==> config.mk <==
export PLATFORM = sky130hd
export DESIGN_NAME = md_sched
export DESIGN_NICKNAME = d
export VERILOG_FILES = /design/src/rtl/md_pkg.sv /design/src/rtl/md_lat_cnt.sv /design/src/rtl/md_sched.sv
export SDC_FILE = /design/constraint.sdc
export NUM_CORES = 1
export LEC_CHECK = 0
export CAP_MARGIN = 30
export CELL_PAD_IN_SITES_DETAIL_PLACEMENT = 0
export CELL_PAD_IN_SITES_GLOBAL_PLACEMENT = 1
export CORE_MARGIN = 1.5
export CORE_UTILIZATION = 40
export CTS_BUF_LIST = sky130_fd_sc_hd__clkbuf_8
export CTS_CLUSTER_DIAMETER = 150
export CTS_CLUSTER_SIZE = 40
export DETAILED_ROUTE_END_ITERATION = 10
export DONT_BUFFER_PORTS = 1
export PLACE_DENSITY_LB_ADDON = 0.12
export SLEW_MARGIN = 20
export SYNTH_ARGS = -nofsm -noshare
export SYNTH_HDL_FRONTEND = slang
export SYNTH_SLANG_ARGS = --single-unit
==> constraint.sdc <==
create_clock -name clk -period 2.7 [get_ports clk]
set_input_delay 0.675 -clock clk [delete_from_list [all_inputs] [get_ports clk]]
set_output_delay 0.675 -clock clk [all_outputs]
set_load 0.1 [all_outputs]
==> src/rtl/md_pkg.sv <==
// Shared op codes, sequencer state encoding and op classification for the
// multiply/divide sequencer.
package md_pkg;

  localparam int unsigned MD_OPW = 4;

  typedef enum logic [MD_OPW-1:0] {
    MD_NONE = 4'd0,
    MULT    = 4'd1,
    MULTU   = 4'd2,
    DIV     = 4'd3,
    DIVU    = 4'd4,
    MTHI    = 4'd5,
    MTLO    = 4'd6,
    MFHI    = 4'd7,
    MFLO    = 4'd8
  } md_op_e;

  typedef enum logic {
    IDLE = 1'b0,
    BUSY = 1'b1
  } md_state_e;

  function automatic logic is_muldiv(input logic [MD_OPW-1:0] op);
    return (op == MULT) || (op == MULTU) || (op == DIV) || (op == DIVU);
  endfunction

  function automatic logic is_div(input logic [MD_OPW-1:0] op);
    return (op == DIV) || (op == DIVU);
  endfunction

endpackage

==> src/rtl/md_lat_cnt.sv <==
// Loadable down-counter that counts the remaining core latency.
// It saturates at zero and never wraps.
module md_lat_cnt #(
  parameter int unsigned CW = 4
) (
  input  logic          clk,
  input  logic          reset,
  input  logic          load,
  input  logic [CW-1:0] load_val,
  input  logic          dec,
  output logic [CW-1:0] cnt,
  output logic          zero
);

  always_ff @(posedge clk or negedge reset) begin
    if (!reset) begin
      cnt <= '0;
    end else if (load) begin
      cnt <= load_val;
    end else if (dec && (cnt != '0)) begin
      cnt <= cnt - 1'b1;
    end
  end

  assign zero = (cnt == '0);

endmodule

==> src/rtl/md_sched.sv <==
// Sequencer for the E-stage multiply/divide unit: starts the core, tracks
// latency, strobes HI/LO writes and stalls D on MD hazards.
module md_sched
  import md_pkg::*;
#(
  parameter int unsigned MUL_LAT = 5,
  parameter int unsigned DIV_LAT = 10,
  parameter int unsigned OPW     = 4
) (
  input  logic           clk,
  input  logic           reset,
  input  logic           issue_valid,
  input  logic [OPW-1:0] issue_op,
  input  logic           abort,
  input  logic           d_md_use,
  output logic           core_start,
  output logic [OPW-1:0] core_op,
  output logic           busy,
  output logic [1:0]     hilo_we,
  output logic           hilo_src,
  output logic           stall_d
);

  localparam int unsigned CW = (DIV_LAT > 1) ? $clog2(DIV_LAT) : 1;

  md_state_e     state, state_nxt;
  logic          cnt_load, cnt_dec, cnt_zero;
  logic [CW-1:0] cnt, cnt_load_val;

  md_lat_cnt #(.CW(CW)) u_lat_cnt (
    .clk      (clk),
    .reset    (reset),
    .load     (cnt_load),
    .load_val (cnt_load_val),
    .dec      (cnt_dec),
    .cnt      (cnt),
    .zero     (cnt_zero)
  );

  assign cnt_load_val = is_div(issue_op) ? CW'(DIV_LAT - 1) : CW'(MUL_LAT - 1);

  always_ff @(posedge clk or negedge reset) begin
    if (!reset) begin
      state   <= IDLE;
      core_op <= OPW'(MD_NONE);
    end else begin
      state <= state_nxt;
      if (core_start) begin
        core_op <= issue_op;
      end else if ((state == BUSY) && abort) begin
        core_op <= OPW'(MD_NONE);
      end
    end
  end

  always_comb begin
    state_nxt  = state;
    core_start = 1'b0;
    busy       = 1'b0;
    hilo_we    = 2'b00;
    hilo_src   = 1'b0;
    cnt_load   = 1'b0;
    cnt_dec    = 1'b0;
    case (state)
      IDLE: begin
        if (issue_valid && !abort) begin
          if (is_muldiv(issue_op)) begin
            core_start = 1'b1;
            cnt_load   = 1'b1;
            state_nxt  = BUSY;
          end else if (issue_op == OPW'(MTHI)) begin
            hilo_we  = 2'b10;
            hilo_src = 1'b1;
          end else if (issue_op == OPW'(MTLO)) begin
            hilo_we  = 2'b01;
            hilo_src = 1'b1;
          end
        end
      end
      BUSY: begin
        busy = 1'b1;
        // Abort wins over a commit landing in the same (final) cycle.
        if (abort) begin
          state_nxt = IDLE;
        end else if (cnt_zero) begin
          hilo_we   = 2'b11;
          state_nxt = IDLE;
        end else begin
          cnt_dec = 1'b1;
        end
      end
      default: state_nxt = IDLE;
    endcase
  end

  assign stall_d = d_md_use && (busy || core_start);

endmodule

==> run metrics <==
Synth Register Bits 9; crit path max-delay cell type or4b_1; TritonCTS buffer count 3; post-synthesis simple-gate area fraction approximately a third; Final #Nets a little over 80; area share of the largest cell type after synthesis about two fifths; post-synthesis cell count 61; dpl cell area between 700 and 800 um^2; Synth cell types 27; sequential fraction of the synthesis area approximately 40%; Synth Flop Type dfrtp_1; Worst-Margin Slew a little over 0.9 ns; leakage power about 0.32 nW; Pwr Density between 700 and 800 nW/um^2; CTS tree done; crit path kind flop to output pin; initial antenna violation count 0; hpwl dp ~900 um; Routed Antenna Nets 0; die area roughly 1700 um^2; Fmax achieved just under 400 MHz; Slew Limit Headroom between 30% and 40%; initial DRC count 3; CP max stage delay approximately 0.6 ns; Final Cell Area 748.2 um^2; Post-synth EDFFs 0; XOR/XNOR share of the synthesized area just over 3%; Critical Path End Type output pin; largest net degree at the start of global routing 10; All-Layer GR Usage between 10% and 20%; Slew Limit Fails 0; largest family of logic cells by synthesized area simple AND/OR/NAND/NOR gates; grt total ovfl 0; share of cells above drive strength 1 about a third; mapped cell area between 500 and 600 um^2; CTS Hold Bufs 0; startpoint type of the worst setup path flop; synth warn 0; CP max FO 6; post-synth net total between 70 and 80; RD Place Congestion 0.7300; vias in the first global route 413; Critical Path AT between 1.5 and 2 ns; Reg clk slew, reported paths roughly 0.05 ns; IO Pins 19; setup violators final 0; Post-CTS Setup Repair Bufs 0; Crit path buffers/inverters 1; Synth Area in Adders approximately 2.2%; Starting Density between 40% and 50%; placement row count 13; via count normalized by instance count roughly 5.3; Via Count between 400 and 500; Synth area leader dfrtp_1; Core ar. 1318 um^2; number of gates resized after CTS 0; P&R area growth vs syn 31.14%; Worst-Skew Late Latency between 0.2 and 0.25 ns; syn avg cell area 9.353 um^2; DRC Markers 0; worst hold path type input pin to async pin; max cap viols 0; Synth Area in Compound Gates roughly 14%; # clock sinks 9; post-route minimum period around 2.5 ns; Synth area leaders dfrtp_1 (39%), nand2_1 (5.9%), a21oi_1 (4.4%); total negative slack 0 ns; final hold vios 0; WL final around 1100 um; Root Driver clkbuf_8; mux cell area share after synthesis 1.974%; peak supply drop ~0.49 mV; Routed WL per cell roughly 13 um; clock buffer depth 2; first-pass GRT wire length 1656 um; clk_skew ~0.008 ns; Die Span X just over 40 um; number of H-tree branching levels 1; fraction of registers with async set/reset between 90% and 100%; # port buffers 0; ant diodes 0; setup repair after global routing missed its margin false; commonest cells in the netlist dfrtp_1 (9), nand2_1 (9), a21oi_1 (5); status complete, no violations; final worst path period share a little over nine tenths; Largest delay share family, worst path simple AND/OR/NAND/NOR gates; crit path cell chain or3b_4, or4b_1, clkinv_8; die height ~40 um; Critical Path RT between 2 and 2.5 ns; TritonRoute pass-1 iters 2
worst register-to-register path: stages, from the launching register on:
cell and delay [ns]:
dfrtp_2 0.42, or3b_4 0.41, or4b_1 0.61, buf_4 0.22
and3_2 0.19
stage by stage:
step | std cells | power [mW] | setup slack, ns | util (%) | hold WS [ns]
after floorplan | 61 | 0.3643 | 0.09740 | - | 0.3794
after global placement | 82 | 0.3913 | 0.1834 | 53.37 | 0.3796
after detailed placement | 82 | 0.3951 | 0.1835 | 53.37 | 0.3795
after CTS | 86 | 0.5480 | 0.1570 | 56.79 | 0.1300
after global routing | 86 | 0.5752 | 0.1155 | 56.79 | 0.1198
final | 86 | 0.5419 | 0.1685 | 56.79 | 0.1328
flip-flops by register name, indices dropped and copies added, names as in the netlist:
signal         cells
core_op            4
u_lat_cnt.cnt      4
state              1
layout by cell type, fill, tap and decap left out, types with 2 or more instances in the layout:
cell	n
nand3_1	2
dfrtp_1	8
o21ai_0	2
nand2b_1	4
or3b_2	2
o21ai_4	2
a21oi_1	4
xnor2_1	2
clkbuf_8	3
nor2_1	4
buf_12	3
buf_4	4
nor3_1	2
inv_1	3
nand2_1	9
power by group:
part           internal [mW]  switching [mW]
combinational         0.0679          0.0873
sequential             0.169          0.0667
clock                 0.0989          0.0519
total                  0.336           0.206
metal layers:
layer  global-route usage (%)  routed length (um)  share of wire, %
met1                    17.63                 513                46
met2                    26.19                 522                47
met3                    10.87                  77               6.9
met4                   0.8333                   0                 0
met5                        0                   0                 0
cell families after synthesis:
logic type | Yosys count
and+or+nand+nor | 31
AOI/OAI and AO/OA | 13
DFF | 9
buffers and inverters | 4
xor gates and xnor gates | 2
muxes | 1
adders and majority gates | 1
area by class of cell:
type / instances / area, um^2
fillers: 122 / 569.3
multi-input cells: 48 / 344.1
well taps: 15 / 18.77
repair buffers: 7 / 90.09
inverters: 3 / 23.77
clock inverters: 1 / 3.754
flip-flops and latches: 9 / 226.5
clock buffers: 3 / 41.29
final timing paths:
path                                    endpoint  slack, ns  cells after the start              from
worst min-delay path            u_lat_cnt.cnt[1]       0.13                      0             reset
min in group clk                      core_op[1]       0.57                      2       issue_op[1]
max in group asynchronous                  state       2.48                      0             reset
worst max-delay path                  core_start       0.17                      3             state
worst min register to register  u_lat_cnt.cnt[3]       0.59                      2  u_lat_cnt.cnt[3]
worst max register to register        core_op[3]       0.74                      4             state
No activity file was read; power rests on OpenSTA's default activity.
